## config.mk

```make
export PLATFORM = sky130hd
export DESIGN_NAME = clk_meter
export DESIGN_NICKNAME = d
export VERILOG_FILES = /design/src/rtl/clk_meter.sv
export SDC_FILE = /design/constraint.sdc
export NUM_CORES = 1
export LEC_CHECK = 0
export ABC_AREA = 1
export BUFFER_PORTS_ARGS = -buffer_cell sky130_fd_sc_hd__buf_2
export CORE_MARGIN = 8
export CORE_UTILIZATION = 53
export DETAILED_ROUTE_END_ITERATION = 16
export PLACE_DENSITY = 0.8
export SYNTH_ARGS = -nofsm -noshare
export SYNTH_HDL_FRONTEND = slang
export SYNTH_SLANG_ARGS = --single-unit
```

## constraint.sdc

```tcl
create_clock -name clk -period 1.9 [get_ports clk]
set_clock_uncertainty 0.1 [all_clocks]
set_input_delay 0.285 -clock clk [delete_from_list [all_inputs] [get_ports clk]]
set_output_delay 0.285 -clock clk [all_outputs]
set_load 0.02 [all_outputs]
```

## src/rtl/clk_meter.sv

```systemverilog
// Measures high time, low time and period (in clk cycles) of an asynchronous waveform.
// Optional duty-cycle tolerance check enabled by defining CLK_METER_DUTY_CHECK_EN.
module clk_meter #(
    parameter int unsigned CNT_W       = 16,
    parameter int unsigned SYNC_STAGES = 2,
    parameter int unsigned TIMEOUT     = 1000,
    parameter int unsigned EXP_HIGH    = 5,
    parameter int unsigned EXP_LOW     = 5,
    parameter int unsigned TOL         = 1
) (
    input  logic             clk,
    input  logic             rst_n,
    input  logic             enable,
    input  logic             sig_in,
    output logic [CNT_W-1:0] high_cnt,
    output logic [CNT_W-1:0] low_cnt,
    output logic [CNT_W:0]   period_cnt,
    output logic             meas_valid,
    output logic [7:0]       meas_num,
    output logic             busy,
    output logic             timeout_err,
    output logic             duty_err
);

    if (SYNC_STAGES < 2 || 64'(TIMEOUT) > ((64'd1 << CNT_W) - 64'd1))
        $error("clk_meter: SYNC_STAGES must be >= 2 and TIMEOUT must fit in CNT_W bits");
    if (EXP_HIGH > TIMEOUT || EXP_LOW > TIMEOUT || TOL > TIMEOUT)
        $error("clk_meter: expected phase times must not exceed TIMEOUT");

    typedef enum logic [1:0] {IDLE, ARM, HIGH, LOW} state_t;

    localparam logic [CNT_W-1:0] TO_LIM = CNT_W'(TIMEOUT);
    localparam logic [CNT_W-1:0] ONE    = CNT_W'(1);

    state_t                 state, state_n;
    logic [SYNC_STAGES-1:0] sync;
    logic                   sig_s, sig_d, rise, fall;
    logic [CNT_W-1:0]       cnt, cnt_n, hlat, hlat_n;
    logic                   hit, pub, tmo;

    always_ff @(posedge clk or negedge rst_n) begin
        if (!rst_n) begin
            sync  <= '0;
            sig_d <= 1'b0;
        end else begin
            sync  <= {sync[SYNC_STAGES-2:0], sig_in};
            sig_d <= sig_s;
        end
    end

    assign sig_s = sync[SYNC_STAGES-1];
    assign rise  = sig_s & ~sig_d;
    assign fall  = ~sig_s & sig_d;
    assign hit   = (cnt == TO_LIM);
    assign busy  = (state != IDLE);

    always_ff @(posedge clk or negedge rst_n) begin
        if (!rst_n) begin
            state <= IDLE;
            cnt   <= '0;
            hlat  <= '0;
        end else begin
            state <= state_n;
            cnt   <= cnt_n;
            hlat  <= hlat_n;
        end
    end

    // One shared phase counter: ARM wait, then high time, then low time.
    // The awaited edge is tested before the timeout so an edge on the limit cycle wins.
    always_comb begin
        state_n = state;
        cnt_n   = cnt;
        hlat_n  = hlat;
        pub     = 1'b0;
        tmo     = 1'b0;
        unique case (state)
            IDLE: begin
                if (enable) begin
                    state_n = ARM;
                    cnt_n   = ONE;
                end
            end
            ARM: begin
                if (!enable) begin
                    state_n = IDLE;
                    cnt_n   = '0;
                end else if (rise) begin
                    state_n = HIGH;
                    cnt_n   = ONE;
                end else if (hit) begin
                    tmo   = 1'b1;
                    cnt_n = ONE;
                end else begin
                    cnt_n = cnt + ONE;
                end
            end
            HIGH: begin
                if (!enable) begin
                    state_n = IDLE;
                    cnt_n   = '0;
                end else if (fall) begin
                    state_n = LOW;
                    hlat_n  = cnt;
                    cnt_n   = ONE;
                end else if (hit) begin
                    state_n = ARM;
                    tmo     = 1'b1;
                    cnt_n   = ONE;
                end else begin
                    cnt_n = cnt + ONE;
                end
            end
            LOW: begin
                if (!enable) begin
                    state_n = IDLE;
                    cnt_n   = '0;
                end else if (rise) begin
                    state_n = HIGH;
                    pub     = 1'b1;
                    cnt_n   = ONE;
                end else if (hit) begin
                    state_n = ARM;
                    tmo     = 1'b1;
                    cnt_n   = ONE;
                end else begin
                    cnt_n = cnt + ONE;
                end
            end
        endcase
    end

`ifdef CLK_METER_DUTY_CHECK_EN
    function automatic logic out_of_tol(input logic [CNT_W-1:0] v, input int unsigned exp_v);
        int unsigned vv;
        vv = 32'(v);
        return (vv > exp_v + TOL) || (vv + TOL < exp_v);
    endfunction

    logic duty_n;
    always_comb duty_n = out_of_tol(hlat, EXP_HIGH) || out_of_tol(cnt, EXP_LOW);
`else
    assign duty_err = 1'b0;
`endif

    always_ff @(posedge clk or negedge rst_n) begin
        if (!rst_n) begin
            high_cnt    <= '0;
            low_cnt     <= '0;
            period_cnt  <= '0;
            meas_valid  <= 1'b0;
            meas_num    <= '0;
            timeout_err <= 1'b0;
`ifdef CLK_METER_DUTY_CHECK_EN
            duty_err    <= 1'b0;
`endif
        end else begin
            meas_valid  <= pub;
            timeout_err <= tmo;
            if (pub) begin
                high_cnt   <= hlat;
                low_cnt    <= cnt;
                period_cnt <= {1'b0, hlat} + {1'b0, cnt};
                meas_num   <= meas_num + 8'd1;
`ifdef CLK_METER_DUTY_CHECK_EN
                duty_err   <= duty_n;
`endif
            end
        end
    end

endmodule

```

==> results, run 1 <==
- The clock reaches the later pin of the worst-skew pair after 0.38 ns.
- For the pin with the worst max-slew slack, the measured transition is 0.516 ns.
- Derived from the worst setup path, the maximum achievable clock frequency is 538 MHz.
- The congestion estimate from routability-driven global placement came to 1.02.
- In this run, synthesis inferred 0 flip-flops with an integrated enable.
- The first TritonRoute pass finished after 5 iterations.
- CTS built an H-tree with a depth of 3.
- The endpoint identified for the worst register-to-register timing path is cnt[0].
- The kind of path behind the tightest hold check is input port to flip-flop.
- Data on the critical path is required at its endpoint by 2.08 ns.
- Power spread over the standard cell area amounts to 835 nW/µm².
- Of the available clock period, the critical path in the final layout requires 0.979.
- The area share of the largest cell type after synthesis is 0.468.
- The commonest cells after synthesis are sky130_fd_sc_hd__nand2_1, sky130_fd_sc_hd__dfrtp_1, sky130_fd_sc_hd__inv_1.
- The startpoint identified for the worst register-to-register timing path is cnt[0].
- After technology mapping, the gate count stands at 662.
- The repair_antennas step left the layout with diodes totalling 0.
- The global routing usage summed across all routing layers is 0.215.
- The startpoint of the tightest hold check path is enable.
- The clock root buffer is sky130_fd_sc_hd__clkbuf_8.
- The number of failing hold endpoints at the final stage is 0.
- The post-layout net count is 772.
- In the synthesized netlist the async set-or-reset flop fraction comes to 1.00.
- Setup violations remaining at the end of the flow were counted as 0.
- In this run, synthesis produced a sequential element count of 96.
- Input and output buffers added on the ports amount to 63.
- Synthesis produced a netlist with a net count of 686.
- The detailed router finished its first iteration with 391 violations.
- By area the synthesized netlist is led by sky130_fd_sc_hd__dfrtp_1, sky130_fd_sc_hd__nand2_1, sky130_fd_sc_hd__inv_1, sky130_fd_sc_hd__nand3_1, sky130_fd_sc_hd__ha_1.
- The number of distinct library cells after synthesis is 38.
- In the routed layout, each cell is associated on average with a via count of 5.23.
- Summed over all cells, the static leakage comes to 3.29 nW.
- The arrival time of the worst setup path is 2.04 ns.
- The floorplan step defined a die boundary enclosing 13100 µm².
- The maximum count of clock buffers along a single path is 2.
- The dominant synthesized flop cell is sky130_fd_sc_hd__dfrtp_1.
- The number of max-slew violations in the final report came to 0.
- The cell taking the most area after synthesis is sky130_fd_sc_hd__dfrtp_1.
- The routed wire length is 13500 µm.
- The clock tree from TritonCTS is built.
- For this run, the register share of the synthesized area comes to 0.468.
- By startpoint and endpoint, the worst setup path is classified as flip-flop to flip-flop.
- Row generation in the floorplan step produced 36 rows.
- The total overflow left after global routing is 0.
- The flow ran to the end, and the final reports show no timing, DRC or antenna violations.
- Subtracting the final worst setup slack from the clock period gives 1.86 ns.
- The number of antenna violations at the first check in global routing is 0.
- The placeable core region is 9590 µm².
- Measured against its own limit, the worst slew margin works out to 0.654.
- The mean area per synthesized cell is 7.75 µm².
- Across the VDD grid, the largest voltage drop is 662 µV.
- Of all nets on the critical path, the largest fanout is 5.
- The accumulated negative setup slack is 0 ns.
- Detailed placement finished with a half-perimeter wire length of 10100 µm.
- The via total after detailed routing is 4632.
- The max-capacitance violation count is 0.
- The type of destination of the critical path is a flip-flop.
- The filler-free cell count of the finished design is 886.
- Compared with the post-synthesis result, the final layout area differs by 19.4%.
- The worst hold path passes through 3 cells.
- From bottom edge to top edge, the die measures 114 µm.
- In this run the register-to-register setup slack is 0.04 ns.
- Setup repair after global routing could not meet its margin everywhere.
- The number of design rule violations left after detail routing is 0.
- The clock sink total is 96.
- The fraction of final layout cells sized beyond drive strength 1 is 0.197.
- The pin count of the biggest net entering global routing is 46.
- After clock tree synthesis, the clock-pin slew on the worst setup and hold paths is 0.10 ns.
- TritonCTS created 9 clock buffers.
- Once detail routing completed, the nets flagged for antenna violations numbered 0.
- The via count of the first global-routing pass is 4493.
- 65 I/O pins were placed.
- The capture endpoint of the worst hold path is cnt[0].
- The instance count after placement with tap cells included is 867.
- The depth of the worst register-to-register path is 9.
- The first global-routing pass estimated 22200 µm of wire.
- The Yosys step of the flow raised 0 warnings.
- The routed length per placed instance is 15.2 µm.
- The mapped cell area is 5130 µm².
- Yosys instantiated no cell more often than sky130_fd_sc_hd__nand2_1.
- The layout has 834 filler cells.
- The initial utilization of the core area, before any placement, comes to 0.535.
- The die span in x is 114 µm.
- The worst setup path is launched from a flip-flop.
[layout by cell type (no fill, tap or decap), types with 2 or more instances in the layout]
cell type	n
sky130_fd_sc_hd__xor2_1	7
sky130_fd_sc_hd__nand3_1	43
sky130_fd_sc_hd__nand4_1	14
sky130_fd_sc_hd__nand2_1	242
sky130_fd_sc_hd__a31oi_1	2
sky130_fd_sc_hd__clkinv_1	2
sky130_fd_sc_hd__a21oi_2	2
sky130_fd_sc_hd__ha_1	8
sky130_fd_sc_hd__nor2_1	34
sky130_fd_sc_hd__ha_4	5
sky130_fd_sc_hd__and2_1	4
sky130_fd_sc_hd__a21oi_1	9
sky130_fd_sc_hd__dlygate4sd3_1	2
sky130_fd_sc_hd__nor2_4	2
sky130_fd_sc_hd__clkinv_4	2
sky130_fd_sc_hd__clkbuf_8	9
sky130_fd_sc_hd__o21ai_1	39
sky130_fd_sc_hd__buf_12	3
sky130_fd_sc_hd__inv_1	70
sky130_fd_sc_hd__xnor2_1	8
sky130_fd_sc_hd__o21ai_0	11
sky130_fd_sc_hd__dfrtp_1	95
sky130_fd_sc_hd__nor2_2	7
sky130_fd_sc_hd__buf_2	62
sky130_fd_sc_hd__ha_2	6
sky130_fd_sc_hd__nor3_1	7
sky130_fd_sc_hd__o22ai_1	5
sky130_fd_sc_hd__inv_2	2
sky130_fd_sc_hd__buf_4	24
sky130_fd_sc_hd__nor4_2	2
sky130_fd_sc_hd__nand3_2	6
[what timing repair did]
item                                   CTS  global route
pin swaps                                0             2
hold buffers                             2             0
endpoints found under the hold margin   97             0
gates resized for setup                  1            30
setup buffers                            0             1
setup endpoints to repair                2            21
cloned                                   0             0
[worst max-delay path, cell delays in order (launching register included)]
cell	delay [ns]
sky130_fd_sc_hd__dfrtp_1	0.44
sky130_fd_sc_hd__buf_6	0.15
sky130_fd_sc_hd__inv_1	0.08
sky130_fd_sc_hd__ha_2	0.22
sky130_fd_sc_hd__nand2_1	0.06
sky130_fd_sc_hd__nor3_1	0.16
sky130_fd_sc_hd__nand3_1	0.18
sky130_fd_sc_hd__nand2_1	0.09
sky130_fd_sc_hd__nand2_1	0.05
sky130_fd_sc_hd__a22oi_1	0.23
[worst max path at each step]
stage	from	end	slack, ns	cells past startpoint
2_1_floorplan	cnt[0]	period_cnt[16]	0.12	8
3_3_place_gp	hlat[0]	period_cnt[12]	0.05	9
3_5_place_dp	cnt[0]	period_cnt[12]	0.02	9
4_1_cts	hlat[5]	period_cnt[14]	0.04	10
5_1_grt	hlat[7]	period_cnt[14]	-0.04	9
6_report	cnt[0]	cnt[0]	0.04	9
[sequential cells by signal (all words and copies together) (netlist names)]
name and count:
period_cnt 17, hlat 16, meas_num 8, cnt 16, timeout_err 1, low_cnt 16
state 2, high_cnt 16, sync 2, sig_d 1, meas_valid 1
[layer usage]
layer  routed length (µm)  track usage
met3                  826       0.0348
met2                 6650        0.353
met1                 5760        0.276
met4                  255       0.0870
met5                    0            0
[cell families (layout without fill, tap and decap cells)]
kind of cell             count (synthesis)  in the layout  share of synthesized area
XOR/XNOR                                15             15                     0.0256
AND/OR/NAND/NOR                        368            368                      0.306
other                                    1              1                   0.000731
AO/OA/AOI/OAI                           70             70                     0.0717
adder cells (fa/ha/maj)                 20             20                     0.0502
flip-flops                              96             96                      0.468
buffers and inverters                   92            183                     0.0773
[power breakdown]
group | total (W) | switching, W | internal (W) | leakage (nW)
combinational | 0.00128 | 0.000816 | 0.000467 | 1.87
clock | 0.00144 | 0.000799 | 0.000637 | 0.105
sequential | 0.00239 | 0.000164 | 0.00223 | 1.31
[area by class of cell]
type	count	area (µm²)	share of cell area
clock buffers	9	124	0.0202
inverters	75	283	0.0462
flip-flops and latches	96	2400	0.393
well taps	133	166	0.0272
multi-input cells	474	2470	0.404
repair buffers	92	582	0.0950
clock inverters	7	91.3	0.0149
[through the flow]
| step | utilization | area (µm²) | hold slack, ns | setup WS (ns) | power (W) |
|---|---|---|---|---|---|
| final | 0.638 | 6120 | 0.168 | 0.0406 | 0.00511 |
| after detailed placement | 0.598 | 5740 | 0.0620 | 0.0203 | 0.00363 |
| after global routing | 0.638 | 6120 | 0.154 | -0.0449 | 0.00539 |
| after CTS | 0.623 | 5970 | 0.142 | 0.0419 | 0.00507 |
| after global placement | 0.598 | 5740 | 0.0627 | 0.0525 | 0.00361 |
| after floorplan | - | 5130 | -0.111 | 0.123 | 0.00315 |
Power figures use the tool's default switching activity.
==> run 2: changes to the inputs <==
--- a/config.mk
+++ b/config.mk
@@ -9,8 +9,9 @@
 export BUFFER_PORTS_ARGS = -buffer_cell sky130_fd_sc_hd__buf_2
 export CORE_MARGIN = 8
 export CORE_UTILIZATION = 53
+export CTS_CLUSTER_DIAMETER = 150
 export DETAILED_ROUTE_END_ITERATION = 16
-export PLACE_DENSITY = 0.8
+export PLACE_DENSITY = 0.77
 export SYNTH_ARGS = -nofsm -noshare
 export SYNTH_HDL_FRONTEND = slang
 export SYNTH_SLANG_ARGS = --single-unit
==> run 2 against run 1 <==
Non-clock buffer count increased by 11; sequential share of layout area is 0.53 points lower; combinational power is 4% higher; die area unchanged; sequential power hardly changed; via count increased by 1.6%; utilization increased by 0.87 points; count of clock-buffer cells in the layout unchanged; cell count up 1.1%; hold slack improved by 0.0068 ns; fmax shrank 0.68%.
==> results, run 2 (synthesis results as in run 1) <==
- The path class of the tightest hold or removal check is input port to flip-flop.
- The total congestion overflow after global routing is 0 (unchanged).
- The count of buffers inserted at the top-level ports is 63 (unchanged).
- The routed length per placed instance was 15.5 µm (+1.6%).
- The die height was 114 µm (unchanged).
- The number of flip-flops under the largest register name is 17 (unchanged).
- The antenna diode count is 0 (unchanged).
- The filler-free cell count of the finished design is 896 (+1.1%).
- The count of pins on the block boundary is 65 (unchanged).
- The most common cell after layout, fill and taps aside is sky130_fd_sc_hd__nand2_1.
- The flow ran to the end, and the final reports show no timing, DRC or antenna violations.
- The via total after detailed routing was 4706 (+1.6%).
- The clock sink total is 96 (unchanged).
- The instance count after placement with tap cells included is 877 (+1.2%).
- The actual transition at the worst max-transition pin is 0.557 ns (+0.0409 ns).
- The worst hold slack came to 0.175 ns (+0.00681 ns).
- The leakage power total is 3.34 nW (+1.5%).
- The delay of the slowest critical-path stage is 0.42 ns (-0.02 ns).
- The detailed-placement wirelength estimate is 10600 µm (+4.9%).
- The critical path is of the flip-flop to flip-flop type.
- The clock transition at the registers of the reported paths is 0.10 ns (about the same).
- The power per cell area came to 834 nW/µm² (about the same).
- The number of max-slew violations in the final report came to 0 (unchanged).
- The weighted congestion at the end of routability-driven global placement is 0.924 (-9.5%).
- The number of antenna violations at the first check in global routing was 0 (unchanged).
- The detailed router's first-iteration violation count is 307 (-21%).
- The clock latency on the worst-skew pair is 0.37 ns (about the same).
- The pin count of the biggest net entering global routing is 41 (-11%).
- The total design power is 0.00518 W (+1.3%).
- TritonCTS built the clock tree.
- The gate family responsible for the most delay along the worst path is simple AND/OR/NAND/NOR gates.
- The register with the most flip-flops in the final layout is period_cnt.
- The via count of the first global-routing pass came to 4396 (-2.2%).
- The setup violation total in the final timing report is 0 (unchanged).
- The total placed instance area is 5790 µm² (+0.87%).
- The buffers plus inverters on the worst setup path is 0 (-2).
- The final design area excluding fillers is 6210 µm² (+1.4%).
- The fraction of final layout cells sized beyond drive strength 1 came to 0.212 (+0.0158).
- In the layout the commonest cells are sky130_fd_sc_hd__nand2_1, sky130_fd_sc_hd__dfrtp_1, sky130_fd_sc_hd__inv_1.
- The routed wire length is 13900 µm (+2.7%).
- The CTS buffer count came to 9 (unchanged).
- For this design, the slowest cell found on the critical path is sky130_fd_sc_hd__dfrtp_1.
- The relative slew slack is 0.628 (-0.0255).
- Traced cell by cell, the critical path runs through ha_1, or2_2, nand3_1, nand2_1, o21ai_0, nand2_1.
- The type of destination of the critical path is a flip-flop.
- The worst voltage drop across the vdd grid is 584 µV (-12%).
- The die span in x is 114 µm (unchanged).
- The CTS H-tree depth is 3 (unchanged).
- In this run the clock root is driven by a sky130_fd_sc_hd__clkbuf_8.
- The wire length of the first global-routing pass is 21900 µm (-1.0%).
- The max-capacitance violation count is 0 (unchanged).
- The post-layout net count is 783 (+1.4%).
- The arrival time of the worst setup path came to 2.02 ns (-0.02 ns).
- The maximum fanout along the worst path came to 3 (-2).
- The end-of-flow core utilization is 0.647 (+0.00874).
- Relative to the synthesized area, the layout overhead comes to 21.0%.
- The die area is 13100 µm² (unchanged).
- The placeable core region is 9590 µm² (unchanged).
- The number of design rule violations left after detail routing is 0 (unchanged).
- The minimum clock period after layout is 1.87 ns (+0.0127 ns).
- The critical path's most frequent cell is sky130_fd_sc_hd__nand2_1.
- The global routing usage summed across all routing layers is 0.215 (about the same).
- The via density per instance is 5.25 (+0.46%).
- The worst setup path is launched from a flip-flop.
- The placement row count is 36 (unchanged).
- The number of search-and-repair iterations in the first detailed-routing pass is 5 (unchanged).
- The maximum count of clock buffers along a single path is 2 (unchanged).
- The number of failing hold endpoints at the final stage came to 0 (unchanged).
- The critical path required time came to 2.04 ns (-0.04 ns).
- The highest attainable clock frequency was 534 MHz (-0.68%).
- The final antenna-violating net count was 0 (unchanged).
- The share of the cycle needed by the critical path after routing is 0.985 (+0.00669).
- The effective utilization at floorplan came to 0.535 (unchanged).
==> run 2: changes by cell type in the layout (fill, tap and decap cells not counted), sizes merged <==
cell,before,now
buf,90,101
bufinv,1,2
clkinv,6,5
clkinvlp,1,0
==> run 2: report_power, final <==
| group | internal [W] | total [W] | switching [W] |
|---|---|---|---|
| registers | 0.00223 | 0.00238 | 0.000152 |
| clock network | 0.000744 | 0.00147 | 0.000728 |
| logic | 0.000484 | 0.00133 | 0.000841 |
| total | 0.00346 | 0.00518 | 0.00172 |
==> run 2: cell type report <==
type,count,area [µm²]
sequential,96,2400
timing repair buffer,103,639
multi-input combinational,474,2500
clock buffer,9,124
fill,855,3390
tap,133,166
clock inverter,6,91.3
inverter,75,287
==> run 2: worst paths after layout <==
check                                end  cells past startpoint    start  slack, ns
min in group asynchronous    timeout_err                      2    rst_n       0.34
setup reg to reg           period_cnt[5]                      6   cnt[2]       0.03
max in group asynchronous    high_cnt[1]                      3    rst_n       0.76
hold reg to reg                  sync[1]                      0  sync[0]       0.26
setup / recovery           period_cnt[5]                      6   cnt[2]       0.03
hold / removal                    cnt[0]                      3   enable       0.18
==> run 2: stage by stage <==
| stage | setup TNS (ns) | setup WS, ns |
|---|---|---|
| after floorplan | 0 | 0.123 |
| after global placement | -0.0961 | -0.0207 |
| after detailed placement | 0 | 0.0101 |
| after CTS | 0 | 0.00691 |
| after global routing | -0.250 | -0.0415 |
| final | 0 | 0.0278 |
==> run 2: tightest hold or removal path, cell delays in order <==
cell	delay (ns)
sky130_fd_sc_hd__buf_2	0.14
sky130_fd_sc_hd__nand2_1	0.08
sky130_fd_sc_hd__a22oi_1	0.08
==> run 2: per-layer routing <==
layer / track usage / part of all wire / vias up
met5: 0 / 0 / -
met4: 0.0994 / 0.024 / 0
met3: 0.0353 / 0.054 / 23
met2: 0.344 / 0.48 / 150
met1: 0.279 / 0.44 / 2223
li1: - / - / 2310
==> run 2: repair_timing <==
item | CTS | global route
setup endpoints to repair | 4 | 22
hold buffers | 2 | 0
buffers inserted | 0 | 2
hold endpoints to repair | 38 | 0
resized for setup | 2 | 35
pin swaps | 0 | 6
